**src/rtl/rvfi_check_sequencer.sv**
```systemverilog
// rvfi_check_sequencer
// Formal-harness sequencer. After reset it waits TRIG_DELAY cycles and then
// arms. It fires a single trig on a clean retire of CHANNEL_IDX and captures
// that retire's order. It then watches for order+1 on any channel. Exactly
// CHECK_DEPTH cycles after trig it pulses check, unless a halt ends the window
// first. Everything is one-shot per reset interval.
module rvfi_check_sequencer #(
    parameter int NRET        = 1,
    parameter int CHANNEL_IDX = 0,
    parameter int TRIG_DELAY  = 4,
    parameter int CHECK_DEPTH = 16
) (
    input  logic                 clock,
    input  logic                 reset,
    input  logic                 arm_en,
    input  logic [NRET-1:0]      rvfi_valid,
    input  logic [NRET-1:0]      rvfi_halt,
    input  logic [64*NRET-1:0]   rvfi_order,
    output logic                 trig,
    output logic                 check,
    output logic [63:0]          trig_order,
    output logic                 found_next,
    output logic                 aborted,
    output logic [2:0]           state
);

    typedef enum logic [2:0] {
        ST_IDLE  = 3'd0,
        ST_ARM   = 3'd1,
        ST_WAIT  = 3'd2,
        ST_CHECK = 3'd3,
        ST_DONE  = 3'd4
    } state_t;

    // Counter values that end the IDLE delay and the WAIT window. The window
    // counter is cleared on the trig cycle (window cycle 0). WAIT leaves when
    // the incremented count hits CHECK_DEPTH-1, so CHECK lands on trig+CHECK_DEPTH.
    localparam logic [15:0] DELAY_TARGET = TRIG_DELAY[15:0];
    localparam logic [15:0] WIN_LAST     = 16'(CHECK_DEPTH - 1);

    state_t        state_reg, state_next;
    logic [15:0]   delay_cnt_reg, delay_cnt_next;
    logic [15:0]   win_cnt_reg, win_cnt_next;
    logic [63:0]   trig_order_reg, trig_order_next;
    logic          found_reg, found_next_val;
    logic          aborted_reg, aborted_next;

    logic [63:0]   live_order;
    logic [63:0]   live_target;
    logic [63:0]   wait_target;
    logic [NRET-1:0] match_trig_vec;
    logic [NRET-1:0] match_wait_vec;
    logic [NRET-1:0] halt_vec;
    logic          match_trig;
    logic          match_wait;
    logic          halt_any;
    logic          trig_fire;

    // The trig channel's live order and both +1 targets. The adds wrap mod 2^64.
    assign live_order  = rvfi_order[64*CHANNEL_IDX +: 64];
    assign live_target = live_order + 64'd1;
    assign wait_target = trig_order_reg + 64'd1;

    // Per-channel compares: a successor retire against the live or captured
    // target, and a halt seen on a valid retire.
    generate
        for (genvar gi = 0; gi < NRET; gi++) begin : g_chan
            logic [63:0] chan_order;
            assign chan_order         = rvfi_order[64*gi +: 64];
            assign match_trig_vec[gi] = rvfi_valid[gi] && (chan_order == live_target);
            assign match_wait_vec[gi] = rvfi_valid[gi] && (chan_order == wait_target);
            assign halt_vec[gi]       = rvfi_valid[gi] && rvfi_halt[gi];
        end
    endgenerate

    assign match_trig = |match_trig_vec;
    assign match_wait = |match_wait_vec;
    assign halt_any   = |halt_vec;

    // Trig is combinational so the captured order belongs to this very retire.
    // Reset masks it so a trig can never coincide with a reset cycle.
    assign trig_fire = (state_reg == ST_ARM) && arm_en && rvfi_valid[CHANNEL_IDX]
                       && !rvfi_halt[CHANNEL_IDX] && !reset;

    // Next-state and datapath updates for the one-shot sequence.
    always_comb begin
        state_next      = state_reg;
        delay_cnt_next  = delay_cnt_reg;
        win_cnt_next    = win_cnt_reg;
        trig_order_next = trig_order_reg;
        found_next_val  = found_reg;
        aborted_next    = aborted_reg;
        case (state_reg)
            ST_IDLE: begin
                delay_cnt_next = delay_cnt_reg + 16'd1;
                if ((DELAY_TARGET == 16'd0) || (delay_cnt_next == DELAY_TARGET)) begin
                    state_next = ST_ARM;
                end
            end
            ST_ARM: begin
                if (trig_fire) begin
                    trig_order_next = live_order;
                    win_cnt_next    = 16'd0;
                    if (match_trig) begin
                        found_next_val = 1'b1;
                    end
                    state_next = (WIN_LAST == 16'd0) ? ST_CHECK : ST_WAIT;
                end
            end
            ST_WAIT: begin
                win_cnt_next = win_cnt_reg + 16'd1;
                if (match_wait) begin
                    found_next_val = 1'b1;
                end
                // A halt ends the window only if no successor was ever seen,
                // including one retiring in this same cycle.
                if (halt_any && !found_reg && !match_wait) begin
                    aborted_next = 1'b1;
                    state_next   = ST_DONE;
                end else if (win_cnt_next == WIN_LAST) begin
                    state_next = ST_CHECK;
                end
            end
            ST_CHECK: begin
                state_next = ST_DONE;
            end
            ST_DONE: begin
                state_next = ST_DONE;
            end
            default: begin
                state_next = ST_IDLE;
            end
        endcase
    end

    // State and datapath registers. Reset abandons any open window.
    always_ff @(posedge clock) begin
        if (reset) begin
            state_reg      <= ST_IDLE;
            delay_cnt_reg  <= 16'd0;
            win_cnt_reg    <= 16'd0;
            trig_order_reg <= 64'd0;
            found_reg      <= 1'b0;
            aborted_reg    <= 1'b0;
        end else begin
            state_reg      <= state_next;
            delay_cnt_reg  <= delay_cnt_next;
            win_cnt_reg    <= win_cnt_next;
            trig_order_reg <= trig_order_next;
            found_reg      <= found_next_val;
            aborted_reg    <= aborted_next;
        end
    end

    assign trig       = trig_fire;
    assign check      = (state_reg == ST_CHECK) && !reset;
    assign trig_order = trig_order_reg;
    assign found_next = found_reg;
    assign aborted    = aborted_reg;
    assign state      = state_reg;

endmodule

```
**config.mk**
```make
export PLATFORM = sky130hd
export DESIGN_NAME = rvfi_check_sequencer
export DESIGN_NICKNAME = d
export VERILOG_FILES = /design/src/rtl/rvfi_check_sequencer.sv
export SDC_FILE = /design/constraint.sdc
export NUM_CORES = 1
export LEC_CHECK = 0
export CORE_MARGIN = 2
export CORE_UTILIZATION = 35
export CTS_CLUSTER_DIAMETER = 200
export DETAILED_ROUTE_END_ITERATION = 10
export GPL_TIMING_DRIVEN = 0
export PLACE_DENSITY_LB_ADDON = 0.2
export SETUP_SLACK_MARGIN = 0.4
export SYNTH_ARGS = -nofsm -noshare
export SYNTH_HDL_FRONTEND = slang
export SYNTH_SLANG_ARGS = --single-unit
export TNS_END_PERCENT = 30
```
**constraint.sdc**
```tcl
create_clock -name clock -period 3.23 [get_ports clock]
set_input_delay 0.8075 -clock clock [delete_from_list [all_inputs] [get_ports clock]]
set_output_delay 0.8075 -clock clock [all_outputs]
set_load 0.02 [all_outputs]
```
==> results of run 1 <==
-- cell type report --
| type | count | share of cell area |
|---|---|---|
| antenna | 1 | 0.0002598 |
| buffer | 44 | 0.02702 |
| clock buffer | 10 | 0.02481 |
| clock inverter | 6 | 0.007145 |
| inverter | 9 | 0.004027 |
| multi-input combinational | 746 | 0.5027 |
| sequential | 101 | 0.2189 |
| tap | 234 | 0.03040 |
| timing repair buffer | 188 | 0.1847 |
-- Yosys cell counts, types with 16 or more instances --
cell / count
sky130_fd_sc_hd__a21oi_1: 16
sky130_fd_sc_hd__and3_1: 26
sky130_fd_sc_hd__clkbuf_1: 27
sky130_fd_sc_hd__dfxtp_1: 101
sky130_fd_sc_hd__nand2_1: 179
sky130_fd_sc_hd__nand3_1: 92
sky130_fd_sc_hd__nand4_1: 42
sky130_fd_sc_hd__nor2_1: 66
sky130_fd_sc_hd__nor3_1: 25
sky130_fd_sc_hd__nor4_1: 26
sky130_fd_sc_hd__o21ai_0: 24
sky130_fd_sc_hd__xnor2_1: 62
sky130_fd_sc_hd__xor2_1: 49
-- how the worst min path moves through the flow --
| stage | startpoint | end | slack [ns] | depth (start not counted) |
|---|---|---|---|---|
| 6_report | win_cnt_reg[15] | win_cnt_reg[15] | 0.49 | 2 |
| 5_1_grt | trig_order[40] | trig_order[40] | 0.52 | 2 |
| 4_1_cts | win_cnt_reg[15] | win_cnt_reg[15] | 0.49 | 2 |
| 3_5_place_dp | win_cnt_reg[15] | win_cnt_reg[15] | 0.48 | 2 |
| 3_3_place_gp | win_cnt_reg[15] | win_cnt_reg[15] | 0.47 | 2 |
| 2_1_floorplan | win_cnt_reg[15] | win_cnt_reg[15] | 0.46 | 2 |
-- worst max-delay path: cells and delay by family (launching register included) --
kind	cells	cell delay (ns)
simple gates	6	1.25
buf+inv	3	0.55
xor+xnor	1	0.15
compound gates	2	0.53
flops	1	0.43
-- placed cells by master, fill, tap and decap left out, drive strengths merged, types with 6 or more instances in the layout --
cell type,instances
a21oi,16
a22oi,8
a31oi,14
and2,6
and3,28
buf,68
clkbuf,37
clkdlybuf4s50,126
dfxtp,101
dlygate4sd2,9
inv,12
nand2,180
nand2b,6
nand3,93
nand4,44
nor2,66
nor3,27
nor4,29
o21ai,24
o31ai,9
or3,9
xnor2,62
xor2,49
-- metrics by stage --
| step | power, mW | std cells |
|---|---|---|
| after detailed placement | 1.730 | 1272 |
| after global routing | 3.011 | 1339 |
| after global placement | 1.729 | 1272 |
| final | 2.896 | 1339 |
| after floorplan | 1.532 | 900 |
| after CTS | 2.903 | 1314 |
-- timing repair --
action / CTS / global route
pin swaps: 26 / 31
setup endpoints to repair: 6 / 8
resized for setup: 67 / 72
buffers inserted: 26 / 24
-- where the power goes --
part	switching [mW]	internal (mW)
registers	0.0407	1.26
clock network	0.541	0.630
logic	0.220	0.201
total	0.802	2.09
-- metal layers --
metal / global-route usage / vias to the layer above
met4: 0.08368 / 0
met2: 0.3661 / 234
met5: 0 / -
met1: 0.3028 / 3456
li1: - / 3613
met3: 0.03476 / 35
-- cell families after synthesis --
logic type      after synthesis  synth area share
fa+ha+maj                     4          0.007528
xor+xnor                    111            0.1462
mux                           7           0.01091
simple gates                520            0.3925
compound gates              104            0.1073
buf+inv                      53           0.03143
flops                       101            0.3041
==> summary by stage, run 1 <==
Outcome
The flow ran to the end, and the final reports show no timing, DRC or antenna violations.

Cells and area
The post-layout utilization of the core is 0.5166. In the final layout, the share of cells above drive strength 1 is 0.1875. The number of flip-flops in the largest register is 64.

The final net count is 1172. From synthesis to final layout, the design area changed by 44.86%. The combined flip-flop and latch cell area is 0.002108 sq mm. The finished layout cell area is 0.009632 sq mm. After filler insertion, the fill cell instance count of the layout stands at 1822. The area occupied by multi-input gates is 0.004842 sq mm.

Setup path
In this run the worst setup path begins at trig_order[11]. On the critical path, the stage with the largest delay is an instance of sky130_fd_sc_hd__dfxtp_2. The register-to-register setup slack is 0.21 ns.

The startpoint identified for the worst register-to-register timing path is trig_order[11]. The category of the worst setup path capture point is a register. The terminus of the critical flop-to-flop path is aborted. The critical path startpoint category is a register. The length in cells of the worst reg-to-reg path is 12. The critical path is of the register to register type.

The data required time of the worst path is 3.48 ns. The critical path capture point is aborted. The delay of the slowest cell on the worst path is 0.43 ns. The top fanout value on the critical path is 6. The signal on the critical path passes through nand4_4, buf_12, nor4_4, buf_4, nand4_4, buf_6, xnor2_1, a2111oi_4, nand4_1, nor4_4, nand2_2, a22o_1. At the worst endpoint, the arrival time is 3.27 ns.

Place
Routability-driven placement finished with a final weighted congestion of 0.8817. At the placement stage, the worst setup path has a slack of -1.067 ns. After detailed placement, the total cell area comes to 0.008442 sq mm. Input and output buffers added on the ports amount to 138. The HPWL after detailed placement is 16.70 mm.

Timing
Across all hold checks on the routed design, the worst slack comes to 0.4856 ns. The final number of setup-violating endpoints is 0. The setup skew after layout is 0.009140 ns. The maximum frequency from static timing analysis is 330.8 MHz. The number of pins exceeding their max-slew limit in the final report came to 0.

The final sum of negative setup slack is 0 ns. The shortest period the worst path allows is 3.023 ns. The number of hold-slack violations in the final timing report is 0.

In the finished design, the share of the clock period the worst path needs comes to 0.9360. The least setup slack across all paths after layout is 0.2069 ns. At the pin with the least slew margin, the transition time is 0.9915 ns. Setup repair after global routing could not meet its margin everywhere.

The worst relative slew slack is 0.3339.

GRT
The number of global-route vias before repair came to 6733. Entering global routing, the biggest net connects 18 pins. The first-pass GRT wire length is 35.86 mm. Global routing finished with a remaining overflow of 0. The initial antenna violation count came to 1.

For this run, the total global-route usage over all layers was measured as 0.2254.

Clock tree
TritonCTS built the clock tree. Clock-pin slew was measured on the worst setup and hold paths at 0.08 ns. The longest clock path from root to sink contains 2 buffers. In this run the clock root is driven by a sky130_fd_sc_hd__clkbuf_16.

The source-to-sink clock delay at the later pin of the worst-skew pair is 0.36 ns. The count of hold-fix buffers inserted at cts is 0. The number of buffers created by CTS is 9.

The clock net sink count is 101. The number of H-tree levels is 3.

Logic synthesis
The number of nets handed over by synthesis was 973. After synthesis, the cell types taking the most area are sky130_fd_sc_hd__dfxtp_1, sky130_fd_sc_hd__nand2_1, sky130_fd_sc_hd__xnor2_1. The average instance in the mapped netlist occupies 7.388 sq um.

Yosys printed 0 warnings. The post-synthesis sequential element count is 101. The most used flip-flop cell after synthesis is sky130_fd_sc_hd__dfxtp_1. Summed over all instances, the cell type with the most area after synthesis is sky130_fd_sc_hd__dfxtp_1. Yosys mapped the design onto 67 distinct sky130hd cell types.

For this run, the register share of the synthesized area comes to 0.3041. The cell count after synthesis came out at 900. Of all flip-flops after synthesis, the portion carrying an async set or reset was 0. Summing every instance area after synthesis gives 0.006649 sq mm. The fraction of synthesized cell area taken by the top area cell type is 0.3041. The synthesized design contains 0 enable-type register cells.

Power and ir drop
The maximum VDD drop is 0.2938 mV. Summed over all cells, the static leakage comes to 3.766 nW. The power density of the placed cells is 300.7 mW/mm^2.

Drt
The average via count per standard cell is 5.480. After detailed routing, the total wire length is 23.34 mm. The uppermost layer routed is met4.

After detailed routing, the average wire length per cell comes to 17.43 microns. After detailed routing, the number of remaining DRC violations is 0. The initial DRC count is 662. The first detailed-routing pass ran for 7 iterations. The via count is 7338. The wire length on met3 is 1.236 mm.

The total met2 wirelength after detailed routing is 10.91 mm. The detailed router put a total of 10.62 mm of wire on met1. In this run the remaining antenna-violating nets after routing total 0.

Floorplan
The number of I/O pins is 140. From left edge to right edge, the die measures 141.8 microns. The initial standard-cell utilization of the core is 0.3566.

The die area is 0.02012 sq mm. The total area inside the core boundary comes to 0.01864 sq mm. The height of the die is 141.8 microns. In this run the core area contains 50 standard-cell rows.

Run
Across the run, the number of max-cap violations was 0.

Worst hold path
The path category of the worst min-delay check is register to register.
Note: power is estimated with default switching activity, not from simulation.
==> run 2: changes to the inputs <==
--- a/config.mk
+++ b/config.mk
@@ -5,7 +5,6 @@
 export SDC_FILE = /design/constraint.sdc
 export NUM_CORES = 1
 export LEC_CHECK = 0
-export CORE_MARGIN = 2
 export CORE_UTILIZATION = 35
 export CTS_CLUSTER_DIAMETER = 200
 export DETAILED_ROUTE_END_ITERATION = 10
==> summary by stage, run 2 (same netlist as run 1, synthesis figures left out) <==
Power and ir drop
The static leakage is 3.754 nW (was 3.766 nW). The maximum VDD drop is 0.2444 mV (was 0.2938 mV). The overall power is 2.912 mW (was 2.896 mW). The power density of the placed cells came to 304.3 mW/mm^2 (was 300.7 mW/mm^2).

Setup path
The top fanout value on the critical path came to 6 (unchanged). The cell with the largest stage delay on the worst path is sky130_fd_sc_hd__dfxtp_2 (unchanged). Cells along the critical path: nand4_4, buf_4, nor4_2, nand4_1, buf_4, o21ai_0, o211ai_1, nor4_4, buf_4, nand2_4, a22o_1 (was nand4_4, buf_12, nor4_4, buf_4, nand4_4, buf_6, xnor2_1, a2111oi_4, nand4_1, nor4_4, nand2_2, a22o_1). The delay of the slowest cell on the worst path came to 0.42 ns (was 0.43 ns). The category of the worst setup path capture point was a register (unchanged). The count of buffer and inverter cells on the critical path came to 3 (unchanged). The critical path's top delay family is simple AND/OR/NAND/NOR gates (unchanged). The arrival time reported for the critical path endpoint is 3.16 ns (was 3.27 ns). The most frequent cell on the critical path is sky130_fd_sc_hd__buf_4. The critical path startpoint category is a register (unchanged). The data required time of the worst path is 3.48 ns (about the same). The kind of critical path is register to register (unchanged).

Cells and area
Top library cells by usage in the layout, fill and taps aside: sky130_fd_sc_hd__nand2_1, sky130_fd_sc_hd__clkdlybuf4s50_1, sky130_fd_sc_hd__nand3_1 (unchanged). The leading cell type in the layout, fill and taps excluded is sky130_fd_sc_hd__nand2_1 (unchanged). The number of flip-flops in the largest register is 64 (unchanged). The final net count was 1170 (was 1172).

The layout cell share with drive strength beyond 1 is 0.1688 (was 0.1875). The post-route non-filler standard cell count is 1337 (was 1339). The post-synthesis to final-layout area growth is 43.92% (was 44.86%).

Timing
RSZ-0062 raised after global routing: yes (unchanged). The post-route clock period utilization was 0.9030 (was 0.9360). The transition at the pin with the smallest max-transition slack is 1.010 ns (was 0.9915 ns). The maximum frequency from static timing analysis was 342.9 MHz (was 330.8 MHz). The number of hold-slack violations in the final timing report is 0 (unchanged).

The minimum hold slack came to 0.4822 ns (was 0.4856 ns). The shortest period the worst path allows is 2.917 ns (was 3.023 ns). The number of pins exceeding their max-slew limit in the final report came to 0 (unchanged).

The setup skew after layout is 0.008819 ns (was 0.009140 ns). The final number of setup-violating endpoints was 0 (unchanged). The least setup slack across all paths after layout is 0.3134 ns (was 0.2069 ns). The worst relative slew slack is 0.3214 (was 0.3339).

Place
The cell count after placement is 1272 (unchanged). The routability congestion estimate came to 0.9053 (was 0.8817). The quantity of I/O buffers inserted on ports came to 138 (unchanged). The worst slack at placement is -1.084 ns (was -1.067 ns). The final HPWL from detailed placement was 16.39 mm (was 16.70 mm).

Outcome
Status: complete, no violations (unchanged).

Clock tree
The number of buffers created by CTS is 9 (unchanged). The count of hold-fix buffers inserted at cts is 0 (unchanged). The root cell of the clock tree is sky130_fd_sc_hd__clkbuf_16 (unchanged).

The clock tree from TritonCTS is done (unchanged). The clock net sink count came to 101 (unchanged). The clock tree buffer depth came to 2 (unchanged). The number of H-tree levels was 3 (unchanged). The source-to-sink clock delay at the later pin of the worst-skew pair is 0.36 ns (about the same). The clock input transition at the sequential cells of the worst setup and hold paths is 0.07 ns (was 0.08 ns).

GRT
The total congestion overflow was 0 (unchanged). The largest net degree at the start of global routing is 17 (was 18). The first-pass GRT wire length is 36.14 mm (was 35.86 mm).

The initial antenna violation count is 1 (unchanged). The number of global-route vias before repair is 6829 (was 6733). The total global-route track usage was 0.2318 (was 0.2254).

Floorplan
The floorplan die width came to 139.8 microns (was 141.8 microns). The initial standard-cell utilization of the core is 0.3566 (unchanged). The count of standard-cell rows came to 50 (unchanged). The height of the die was 139.8 microns (was 141.8 microns).

The area inside the core boundary came to 0.01864 sq mm (unchanged). The die area is 0.01955 sq mm (was 0.02012 sq mm). The number of I/O pins is 140 (unchanged).

Drt
The number of DRC violations after detailed routing came to 0 (unchanged). The via count was 7411 (was 7338). The average via count per standard cell is 5.543 (was 5.480). The number of nets with antenna violations after routing is 0 (unchanged). The post-route met1 wirelength is 10.40 mm (was 10.62 mm). The initial DRC count is 555 (was 662).

The overall routed net length is 22.86 mm (was 23.34 mm). The uppermost layer routed was met4 (unchanged). The wire length on met3 is 1.260 mm (was 1.236 mm). The number of optimization iterations in the first detailed-route pass is 6 (was 7).

The total met2 wirelength after detailed routing is 10.44 mm (was 10.91 mm). The post-detailed-route wirelength per cell came to 17.09 microns (was 17.43 microns).

Worst hold path
The path category of the worst min-delay check was register to register (unchanged).

Run
The max-capacitance violation count was 0 (unchanged).
[run 2: cell types whose count changed in the layout (fill, tap and decap cells not counted), sizes merged]
cell / delta
dlymetal6s2s: -1
inv: -3
clkinv: +3
dlygate4sd2: +1
clkinvlp: -1
clkbuf: +2
buf: -3
[run 2: layout make-up]
type	instances	area [sq um]
fill	1807	9074
multi-input combinational	746	4798
sequential	101	2088
timing repair buffer	186	1748
tap	234	292.8
buffer	44	277.8
clock buffer	11	264.0
clock inverter	5	56.30
inverter	9	41.29
antenna	1	2.502
[run 2: worst paths after layout]
path,slack [ns],start,cells after the start,end
setup reg to reg,0.31,trig_order[11],11,aborted
setup / recovery,0.31,trig_order[11],11,aborted
hold reg to reg,0.48,win_cnt_reg[15],2,win_cnt_reg[15]
hold / removal,0.48,win_cnt_reg[15],2,win_cnt_reg[15]
[run 2: worst reg2reg max path, cell delays in order, from the launching register on]
cell	delay [ns]
sky130_fd_sc_hd__dfxtp_2	0.42
sky130_fd_sc_hd__nand4_4	0.20
sky130_fd_sc_hd__buf_4	0.22
sky130_fd_sc_hd__nor4_2	0.33
sky130_fd_sc_hd__nand4_1	0.23
sky130_fd_sc_hd__buf_4	0.23
sky130_fd_sc_hd__o21ai_0	0.26
sky130_fd_sc_hd__o211ai_1	0.19
sky130_fd_sc_hd__nor4_4	0.30
sky130_fd_sc_hd__buf_4	0.18
sky130_fd_sc_hd__nand2_4	0.07
sky130_fd_sc_hd__a22o_1	0.18
[run 2: stage by stage]
stage | setup TNS, ns | util | area, sq um
floorplan | 0 | - | 6768
global placement | -3.432 | 0.4528 | 8442
detailed placement | -3.701 | 0.4528 | 8442
CTS | 0 | 0.5009 | 9339
global route | 0 | 0.5133 | 9569
finish | 0 | 0.5133 | 9569
[run 2: timing repair]
item,CTS,global route
setup endpoints to repair,14,8
pin swaps,38,22
buffers inserted,30,18
cloned,0,0
gates resized for setup,91,27
[run 2: per-layer routing]
metal  up-vias  global-route usage
met5         -                   0
met4         0             0.09427
met3        59             0.03682
met2       261              0.3732
met1      3474              0.3083
li1       3617                   -
[run 2: report_power, final]
group	internal [mW]	switching (mW)
clock	0.669	0.523
sequential	1.27	0.0390
combinational	0.198	0.217
total	2.13	0.779
==> run 3: changes to the inputs <==
--- a/config.mk
+++ b/config.mk
@@ -5,6 +5,7 @@
 export SDC_FILE = /design/constraint.sdc
 export NUM_CORES = 1
 export LEC_CHECK = 0
+export CORE_MARGIN = 3
 export CORE_UTILIZATION = 35
 export CTS_CLUSTER_DIAMETER = 200
 export DETAILED_ROUTE_END_ITERATION = 10
==> summary by stage, run 3 (same netlist as run 1, synthesis figures left out) <==
Cells and area
The number of flip-flops in the largest register is 64 (unchanged). The layout filler cell count came to 1793 (was 1807). The layout cell share with drive strength beyond 1 is 0.1656 (was 0.1688).

The final net count is 1167 (was 1170). The post-synthesis to final-layout area growth is 42.23% (was 43.92%). The leading cell type in the layout, fill and taps excluded is sky130_fd_sc_hd__nand2_1 (unchanged). The antenna diode instance count is 0 (was 1). Top library cells by usage in the layout, fill and taps aside: sky130_fd_sc_hd__nand2_1, sky130_fd_sc_hd__clkdlybuf4s50_1, sky130_fd_sc_hd__nand3_1 (unchanged). The post-route non-filler standard cell count is 1328 (was 1337).

Timing
The setup skew after layout is 0.006982 ns (was 0.008819 ns). The final number of setup-violating endpoints is 0 (unchanged). The shortest period the worst path allows is 3.016 ns (was 2.917 ns). The worst relative slew slack is 0.3245 (was 0.3214). The number of pins exceeding their max-slew limit in the final report is 0 (unchanged). The maximum frequency from static timing analysis is 331.6 MHz (was 342.9 MHz).

RSZ-0062 raised after global routing: yes (unchanged). The transition at the pin with the smallest max-transition slack was 1.006 ns (was 1.010 ns). The final sum of negative setup slack came to 0 ns (unchanged).

The number of hold-slack violations in the final timing report is 0 (unchanged). The post-route clock period utilization is 0.9338 (was 0.9030).

Floorplan
The initial standard-cell utilization of the core is 0.3627 (was 0.3566). The count of standard-cell rows is 49 (was 50). The height of the die is 143.8 microns (was 139.8 microns). The area inside the core boundary is 0.01833 sq mm (was 0.01864 sq mm). The number of I/O pins is 140 (unchanged). The floorplan die width is 143.8 microns (was 139.8 microns). The die area is 0.02069 sq mm (was 0.01955 sq mm).

Setup path
The data required time of the worst path is 3.49 ns (was 3.48 ns). The arrival time reported for the critical path endpoint came to 3.27 ns (was 3.16 ns). The kind of critical path was register to register (unchanged). The critical path startpoint category was a register (unchanged). The category of the worst setup path capture point is a register (unchanged). The top fanout value on the critical path is 5 (was 6).

GRT
The first-pass GRT wire length came to 36.04 mm (was 36.14 mm). The number of global-route vias before repair is 6682 (was 6829). The initial antenna violation count is 1 (unchanged).

The largest net degree at the start of global routing is 18 (was 17). The total congestion overflow is 0 (unchanged). The total global-route track usage is 0.2185 (was 0.2318).

Drt
The overall routed net length is 23.13 mm (was 22.86 mm). The number of nets with antenna violations after routing is 0 (unchanged). The number of optimization iterations in the first detailed-route pass came to 5 (was 6). The via count is 7328 (was 7411). The average via count per standard cell came to 5.518 (was 5.543).

The number of DRC violations after detailed routing is 0 (unchanged). The post-detailed-route wirelength per cell is 17.41 microns (was 17.09 microns). The initial DRC count is 667 (was 555).

Place
The quantity of I/O buffers inserted on ports is 138 (unchanged). The cell count after placement was 1267 (was 1272). The routability congestion estimate is 0.9087 (was 0.9053). The final HPWL from detailed placement came to 16.74 mm (was 16.39 mm).

Power and ir drop
The maximum VDD drop is 0.2957 mV (was 0.2444 mV). The power density of the placed cells is 304.6 mW/mm^2 (was 304.3 mW/mm^2). The static leakage was 3.703 nW (was 3.754 nW). The overall power is 2.880 mW (was 2.912 mW).

Outcome
Status: complete, no violations (unchanged).

Clock tree
The source-to-sink clock delay at the later pin of the worst-skew pair is 0.36 ns (about the same). The count of hold-fix buffers inserted at cts is 0 (unchanged). The clock tree from TritonCTS is done (unchanged). The clock input transition at the sequential cells of the worst setup and hold paths is 0.07 ns (about the same).

The root cell of the clock tree is sky130_fd_sc_hd__clkbuf_16 (unchanged). The number of buffers created by CTS is 9 (unchanged). The clock net sink count was 101 (unchanged). The clock tree buffer depth is 2 (unchanged). The number of H-tree levels is 3 (unchanged).

Worst hold path
The path category of the worst min-delay check is register to register (unchanged).

Run
The max-capacitance violation count is 0 (unchanged).
==> run 3: cell count changes in the layout (fill, tap and decap cells not counted), sizes merged <==
cell	delta
buf	-4
bufinv	-1
clkbuf	+1
clkdlybuf4s15	+2
clkdlybuf4s50	-2
clkinv	-1
clkinvlp	+1
diode	-1
inv	+1
==> run 3: final cells by class <==
cell class,count,area (sq um),area share
clock buffer,11,275.3,0.02911
buffer,44,257.7,0.02726
inverter,9,41.29,0.004366
tap,229,286.5,0.03030
clock inverter,5,37.54,0.003969
timing repair buffer,183,1713,0.1811
multi-input combinational,746,4746,0.5019
sequential,101,2100,0.2220
==> run 3: metal layers <==
metal  GRT usage  routed length (microns)
met5           0                        9
met2      0.3569                    10770
met3     0.03627                     1450
met1      0.3008                    10600
met4     0.05451                      295
==> run 3: final timing paths <==
check                        from              end  slack, ns  depth (start not counted)
setup / recovery    trig_order[0]          aborted       0.21                         11
hold / removal    win_cnt_reg[15]  win_cnt_reg[15]       0.48                          2
setup reg to reg    trig_order[0]          aborted       0.21                         11
hold reg to reg   win_cnt_reg[15]  win_cnt_reg[15]       0.48                          2
==> run 3: critical path: stages, from the launching register on <==
cell                      delay, ns
sky130_fd_sc_hd__dfxtp_4       0.39
sky130_fd_sc_hd__ha_4          0.16
sky130_fd_sc_hd__nand4_1       0.09
sky130_fd_sc_hd__buf_4         0.20
sky130_fd_sc_hd__or4_4         0.56
sky130_fd_sc_hd__nor4_1        0.37
sky130_fd_sc_hd__xnor2_1       0.13
sky130_fd_sc_hd__a21oi_2       0.13
sky130_fd_sc_hd__nand4_1       0.18
sky130_fd_sc_hd__nor4_4        0.36
sky130_fd_sc_hd__nand2_2       0.14
sky130_fd_sc_hd__a22o_1        0.19
==> run 3: timing repair <==
action                     4_1_cts  5_1_grt
gates cloned                     0        0
gates resized for setup        101       11
pin swaps                       38       15
setup buffers                   42        3
setup endpoints to repair       10        8
==> run 3: power breakdown <==
group	internal, mW	switching [mW]	total (mW)
Combinational	0.200	0.219	0.419
Sequential	1.26	0.0394	1.30
Clock	0.621	0.537	1.16
Total	2.08	0.795	2.88
==> run 3: stage by stage <==
step	cell area, sq um	hold slack, ns	util	setup slack, ns
CTS	9397	0.4883	0.5126	0.2927
detailed placement	8436	0.4782	0.4602	-1.088
global route	9457	0.5109	0.5159	0.08896
finish	9457	0.4834	0.5159	0.2140
floorplan	6768	0.4603	-	0.4060
global placement	8436	0.4671	0.4602	-1.095
